## src/rtl/serial_add_ctrl.sv

```systemverilog
// Bit-serial adder controller: shifts two operands LSB-first through a single
// full-adder cell, recirculating the carry through a flop, with start/done handshake.
module serial_add_ctrl #(
  parameter int unsigned WIDTH = 8
) (
  input  logic             clk,
  input  logic             rst,
  input  logic             start,
  input  logic [WIDTH-1:0] a_in,
  input  logic [WIDTH-1:0] b_in,
  input  logic             cin,
  output logic             busy,
  output logic             done,
  output logic [WIDTH-1:0] sum_out,
  output logic             cout,
  output logic             ovf
);

  localparam int unsigned CntW = $clog2(WIDTH);

  typedef enum logic [1:0] {StIdle, StShift, StDone} state_e;

  state_e            state_q, state_d;
  logic [WIDTH-1:0]  a_sr_q, b_sr_q, res_sr_q;
  logic [WIDTH-1:0]  res_next;
  logic              carry_q;
  logic [CntW-1:0]   cnt_q;
  logic              fa_s, fa_co;
  logic              last_bit;

  // The single full-adder cell.
  assign fa_s     = a_sr_q[0] ^ b_sr_q[0] ^ carry_q;
  assign fa_co    = (a_sr_q[0] & b_sr_q[0]) | (carry_q & (a_sr_q[0] ^ b_sr_q[0]));
  assign res_next = {fa_s, res_sr_q[WIDTH-1:1]};
  assign last_bit = (cnt_q == CntW'(WIDTH - 1));

  always_ff @(posedge clk or posedge rst) begin
    if (rst) begin
      state_q <= StIdle;
    end else begin
      state_q <= state_d;
    end
  end

  always_comb begin
    state_d = state_q;
    unique case (state_q)
      StIdle:  if (start) state_d = StShift;
      StShift: if (last_bit) state_d = StDone;
      StDone:  state_d = start ? StShift : StIdle;
      default: state_d = StIdle;
    endcase
  end

  always_comb begin
    busy = (state_q == StShift);
    done = (state_q == StDone);
  end

  always_ff @(posedge clk or posedge rst) begin
    if (rst) begin
      a_sr_q   <= '0;
      b_sr_q   <= '0;
      res_sr_q <= '0;
      carry_q  <= 1'b0;
      cnt_q    <= '0;
      sum_out  <= '0;
      cout     <= 1'b0;
      ovf      <= 1'b0;
    end else begin
      unique case (state_q)
        StIdle, StDone: begin
          if (start) begin
            a_sr_q  <= a_in;
            b_sr_q  <= b_in;
            carry_q <= cin;
            cnt_q   <= '0;
          end
        end
        StShift: begin
          res_sr_q <= res_next;
          a_sr_q   <= a_sr_q >> 1;
          b_sr_q   <= b_sr_q >> 1;
          carry_q  <= fa_co;
          if (last_bit) begin
            // carry_q here is the carry into the MSB.
            sum_out <= res_next;
            cout    <= fa_co;
            ovf     <= carry_q ^ fa_co;
          end else begin
            cnt_q <= cnt_q + 1'b1;
          end
        end
        default: ;
      endcase
    end
  end

endmodule

```

## config.mk

```make
export PLATFORM = sky130hd
export DESIGN_NAME = serial_add_ctrl
export DESIGN_NICKNAME = d
export VERILOG_FILES = /design/src/rtl/serial_add_ctrl.sv
export SDC_FILE = /design/constraint.sdc
export NUM_CORES = 1
export LEC_CHECK = 0
export ABC_CLOCK_PERIOD_IN_PS = 1660
export CAP_MARGIN = 20
export CORE_ASPECT_RATIO = 1.1
export CORE_MARGIN = 3
export CORE_UTILIZATION = 35
export CTS_CLUSTER_SIZE = 30
export DETAILED_ROUTE_END_ITERATION = 10
export DONT_BUFFER_PORTS = 1
export MAX_ROUTING_LAYER = met4
export PLACE_DENSITY = 0.51
export SETUP_SLACK_MARGIN = 0.15
export SLEW_MARGIN = 25
export SYNTH_ARGS = -nofsm -noshare
export SYNTH_HDL_FRONTEND = slang
export SYNTH_SLANG_ARGS = --single-unit
```

## constraint.sdc

```tcl
create_clock -name clk -period 1.66 [get_ports clk]
set_clock_uncertainty 0.1 [all_clocks]
set_input_delay 0.332 -clock clk [delete_from_list [all_inputs] [get_ports clk]]
set_output_delay 0.332 -clock clk [all_outputs]
set_load 0.02 [all_outputs]
```

# Yosys cells after proc, flatten, opt, wreduce, memory -nomap -nowiden
# Index checks and enable logic that the tools add are counted.
# W data, S select, Z words.
[word_totals] reg_bits=40 inputBits=20 output_inout_bits=12
[classes] add_sub_neg=1 n_eq_ne=7 n_mux=13 bitwise_logic=6 n_reduce_logical=7
[ops] op="$pmux W8 S2" count=2
[ops] op="$mux W8" count=2
[ops] op="$mux W3" count=2
[ops] op="$ne A2 B2 Y1 const B" count=3
[ops] op="$pmux W2 S3" count=1
[ops] op="$pmux W3 S2" count=1
[ops] op="$reduce_and A2 Y1" count=3
[ops] op="$mux W2" count=2
[ops] op="$add A3 B1 Y3 const B" count=1
[ops] op="$eq A3 B3 Y1 const B" count=1
[ops] op="$reduce_and A3 Y1" count=1
[ops] op="$xor A1 B1 Y1" count=3
[ops] op="$and A1 B1 Y1" count=2
[ops] op="$eq A2 B1 Y1 const B" count=1
[ops] op="$eq A2 B2 Y1 const B" count=1
[ops] op="$logic_not A2 Y1" count=1
[ops] op="$mux W1" count=2
[ops] op="$ne A2 B1 Y1 const B" count=1
[ops] op="$pmux W1 S2" count=1
[ops] op="$reduce_bool A2 Y1" count=1
[ops] op="$reduce_or A2 Y1" count=1
[ops] op="$or A1 B1 Y1" count=1

# Depth between registers and ports, before layout
[logic_depth] depth_word=4 mapped_depth=6 mapped_depth_nobuf=5

# Worst setup path before layout
# No wires, ideal clock.
[synth_path] kind="reg-to-reg" from="register cnt_q[0]" to="register cout" setup_ns=0.125 t_arrival_ns=1.381 path_slack_ns=0.054 stages_incl_launch_ff=6 n_path_buf=1 synth_period_minus_slack_ns=1.606 path_cell_list="dfrtp_1 > ha_1 > ha_1 > nand3b_1 > buf_4 > mux2_2"
[synth_via] elab_chain_len=2
[synth_lines] element="start, declared" line_no="27" rtl="logic [CntW-1:0] cnt_q;"
[synth_lines] element="start signal, assigned" line_no="91" rtl="cnt_q <= cnt_q + 1'b1;"
[synth_lines] element="$eq A3 B3 Y1" line_no="35" rtl="assign last_bit = (cnt_q == CntW'(WIDTH - 1));"
[synth_lines] element="$reduce_and A2 Y1 (no source line)"
[synth_lines] element="end signal, assigned" line_no="88" rtl="cout <= fa_co;"
[synth_lines] element="end, declared" line_no="15" rtl="output logic cout,"
# Every way passes these cells.
# A chain may end at the register's enable or synchronous reset.

# Final worst setup path
[layout_path] from="register cnt_q[1]" to="register sum_out[1]"
[layout_via] elab_chain_len=2
[layout_lines] element="$eq A3 B3 Y1" line_no="35"
[layout_lines] element="$reduce_and A2 Y1 (no source line)"
[layout_lines] element="end signal, assigned" line_no="87" rtl="sum_out <= res_next;"
[layout_lines] element="end, declared" line_no="14" rtl="output logic [WIDTH-1:0] sum_out,"
# Every way passes these cells.

==> summary.json <==
{
  "critical_path.max_stage_delay": {"value": 0.40, "unit": "ns"},
  "grt_max_degree": {"value": 40},
  "post-place-cells": {"value": 208},
  "timing.slew.headroom": {"value": 67.37, "unit": "%"},
  "timing_worst_slew_pin_value": {"value": 0.4895, "unit": "ns"},
  "outcome": {"value": "finished clean"},
  "antenna_violating_nets_post_route": {"value": 0},
  "buffer_ports.inserted": {"value": 0},
  "end_of_flow_core_utilization": {"value": 47.09, "unit": "%"},
  "totalWireLength": {"value": 3.450, "unit": "mm"},
  "fp-row-count": {"value": 25},
  "drive_gt1_share": {"value": 25.71, "unit": "%"},
  "first_pass_grt_wire_length": {"value": 5.865, "unit": "mm"},
  "timing.rr.start": {"value": "cnt_q[1]$_DFFE_PP0P_"},
  "cp_max_fo": {"value": 5},
  "worstSkewPairLatency": {"value": 0.29, "unit": "ns"},
  "via_count": {"value": 1146},
  "number_of_max_cap_violations": {"value": 0},
  "critical_path.top_delay_family": {"value": "flip-flops"},
  "setup_tns": {"value": 0, "unit": "ns"},
  "ctsLongestPathBuffers": {"value": 2},
  "initial_utilization": {"value": 37.13, "unit": "%"},
  "totalPowerFinal": {"value": 4.139, "unit": "mW"},
  "cts.sink_count": {"value": 39},
  "path_class": {"value": "flip-flop to flip-flop"},
  "ys_types": {"value": 27},
  "synth-async-reset-ratio": {"value": 100.0, "unit": "%"},
  "vdd_ir_drop_max": {"value": 0.8166, "unit": "mV"},
  "grt.overflow.total": {"value": 0},
  "layout.cells.non_filler": {"value": 229},
  "number_of_flip_flops_and_latches_in_the_synthesized_netlist": {"value": 39},
  "finalMaxSlewViolations": {"value": 0},
  "detail_route.wl_per_cell": {"value": 15.07, "unit": "um"},
  "io_pins": {"value": 32},
  "gp_routability_congestion": {"value": 0.7088},
  "antenna_found_initial": {"value": 0},
  "tritoncts_clock_tree": {"value": "built"},
  "synth_ff_type": {"value": "dfrtp_1"},
  "worst-path-buf-inv": {"value": 2},
  "report.final.setup_viol": {"value": 0},
  "post_drt_via_cell_ratio": {"value": 5.004},
  "power-per-cell-area": {"value": 1993, "unit": "nW/um^2"},
  "drt-pass1-iter-count": {"value": 4},
  "antennaDiodeCount": {"value": 0},
  "total_standard_cell_area_after_synthesis": {"value": 1638, "unit": "sq um"},
  "core_area": {"value": 4410, "unit": "sq um"},
  "filler_cell_count": {"value": 408},
  "critical_path_launch_point": {"value": "cnt_q[1]$_DFFE_PP0P_"},
  "postSynthAreaPerCell": {"value": 10.78, "unit": "sq um"},
  "critPathRequiredTime": {"value": 1.74, "unit": "ns"},
  "critical_path.slowest_cell": {"value": "dfrtp_1"},
  "timing.critical_path.arrival": {"value": 1.67, "unit": "ns"},
  "clk_pin_slew": {"value": 0.08, "unit": "ns"},
  "worst_hold_path_type": {"value": "input port to flip-flop"},
  "cts_inserted_buffers": {"value": 5},
  "total_routing_resource_utilization_after_global_routing": {"value": 14.12, "unit": "%"},
  "leakage_power_figure": {"value": 1.034, "unit": "nW"},
  "die_area": {"value": 5537, "unit": "sq um"},
  "setup.worst_path.start_class": {"value": "flip-flop"},
  "chipWidth": {"value": 71.23, "unit": "um"},
  "design.final.nets": {"value": 197},
  "synthesis.instances": {"value": 152},
  "die_h": {"value": 77.75, "unit": "um"},
  "cts_max_level": {"value": 2},
  "crit_path_end_kind": {"value": "flip-flop"},
  "area_delta_synth_final": {"value": 26.81, "unit": "%"},
  "cp_cell_sequence": {"value": "ha_2 -> ha_4 -> nand3b_1 -> buf_4 -> buf_16 -> mux2_4"},
  "number_of_synthesized_flops_with_an_enable_pin": {"value": 0},
  "maxClockFrequency": {"value": 0.6279, "unit": "GHz"},
  "synth_nets": {"value": 175},
  "finalHoldViolations": {"value": 0},
  "grt_pass1_vias": {"value": 1240},
  "dr.first_iter.drc_count": {"value": 79},
  "rsz0062_at_grt": {"value": "true"},
  "ctsRootBufferMaster": {"value": "clkbuf_8"},
  "drcViolationCount": {"value": 0},
  "synth-warning-count": {"value": 0},
  "timing.hold.worst.start": {"value": "b_in[7]"},
  "min_period_over_period": {"value": 95.94, "unit": "%"},
  "finalWorstPathRequiredPeriod": {"value": 1.593, "unit": "ns"},
  "seq_area_frac_synth": {"value": 59.59, "unit": "%"},
  "detailed_place_hpwl": {"value": 2.279, "unit": "mm"}
}
## worst reg2reg max path: stages, from the launching register on
cell and delay [ns]:
dfrtp_1 0.40, ha_2 0.19, ha_4 0.16, nand3b_1 0.10
buf_4 0.14, buf_16 0.12, mux2_4 0.29
## cell usage in the layout, fill, tap and decap left out, drive strengths merged
cell         count
o22ai           14
a21o             1
inv             16
buf             20
a211oi           1
nand2b           1
a22o             2
o211ai           1
dfrtp           39
or2b             1
nand3b           1
o21ai            2
mux2             9
dlygate4sd3      1
nor2b            3
ha               2
clkinv           1
mux2i            1
nand3            4
xnor2            1
nor2             2
a21oi           15
fa               1
or3b             1
nand2           26
clkbuf           9
## through the flow
step                setup slack [ns]  hold WS (ns)  instance area (sq um)
detailed placement           0.06354        0.2768                   1793
floorplan                     0.1208        0.3459                   1683
finish                       0.06736       0.08433                   2077
global placement              0.1015        0.2703                   1793
global route                 0.02123       0.06237                   2077
CTS                          0.07612       0.07969                   2019
## sequential cells by signal, summed over array words and instances, names as in the netlist
name	count
cout	1
ovf	1
carry_q	1
a_sr_q	8
b_sr_q	8
res_sr_q	7
cnt_q	3
state_q	2
sum_out	8
## logic make-up (layout without fill, tap and decap cells)
group / after synthesis / count (layout) / share of synthesized area (%)
simple gates: 39 / 39 / 10.62
buf+inv: 24 / 47 / 6.722
xor+xnor: 1 / 1 / 0.5349
fa+ha+maj: 3 / 3 / 2.750
mux: 10 / 10 / 6.799
flops: 39 / 39 / 59.59
compound gates: 36 / 36 / 12.99
## final timing paths
path	to	slack, ns	depth (start not counted)
max	sum_out[1]$_DFFE_PP0P_	0.07	6
min	b_sr_q[7]$_DFFE_PP0P_	0.08	1
max reg2reg	sum_out[1]$_DFFE_PP0P_	0.07	6
min reg2reg	res_sr_q[1]$_DFFE_PP0N_	0.39	2
max in group asynchronous	state_q[0]$_DFFE_PP0P_	0.58	3
min in group asynchronous	sum_out[7]$_DFFE_PP0P_	0.50	3
## synthesized netlist by cell type, drive strengths merged, types with 2 or more instances
| cell | count | area share (%) |
|---|---|---|
| buf | 7 | 2.8 |
| nor2b | 3 | 1.1 |
| nand2 | 26 | 6.0 |
| dfrtp | 39 | 60 |
| o22ai | 14 | 5.3 |
| nor2 | 2 | 0.46 |
| ha | 2 | 1.5 |
| o21ai | 2 | 0.61 |
| a21oi | 15 | 4.6 |
| a22o | 2 | 1.1 |
| inv | 16 | 3.7 |
| nand3 | 4 | 1.2 |
| mux2 | 9 | 6.2 |
## repair_timing
item	in CTS	in global routing
resized for setup	9	6
buffers inserted	8	2
endpoints found under the setup margin	21	15
gates cloned	1	1
hold endpoints to repair	39	0
pin swaps	1	2
hold buffers	1	0
## report_power, final
part	switching (mW)	internal (mW)	total, mW
logic	0.754	0.862	1.62
clock network	0.319	0.379	0.698
registers	0.438	1.39	1.82
## layout make-up
cell class	count	area [sq um]	share of cell area [%]
Sequential cell	39	977.2	47.05
Timing Repair Buffer	22	241.5	11.63
Clock buffer	8	100.1	4.819
Tap cell	54	67.56	3.253
Multi-Input combinational cell	89	621.8	29.94
Inverter	17	68.82	3.313
## layer usage
metal  GRT usage, %  vias up  share of wire [%]
met5              -        -                  0
li1               -      555                  -
met1          17.07      558                 45
met4          4.135        0               0.67
met2          22.15       29                 51
met3          5.052        4                4.0
Note: power is estimated with default switching activity, not from simulation.
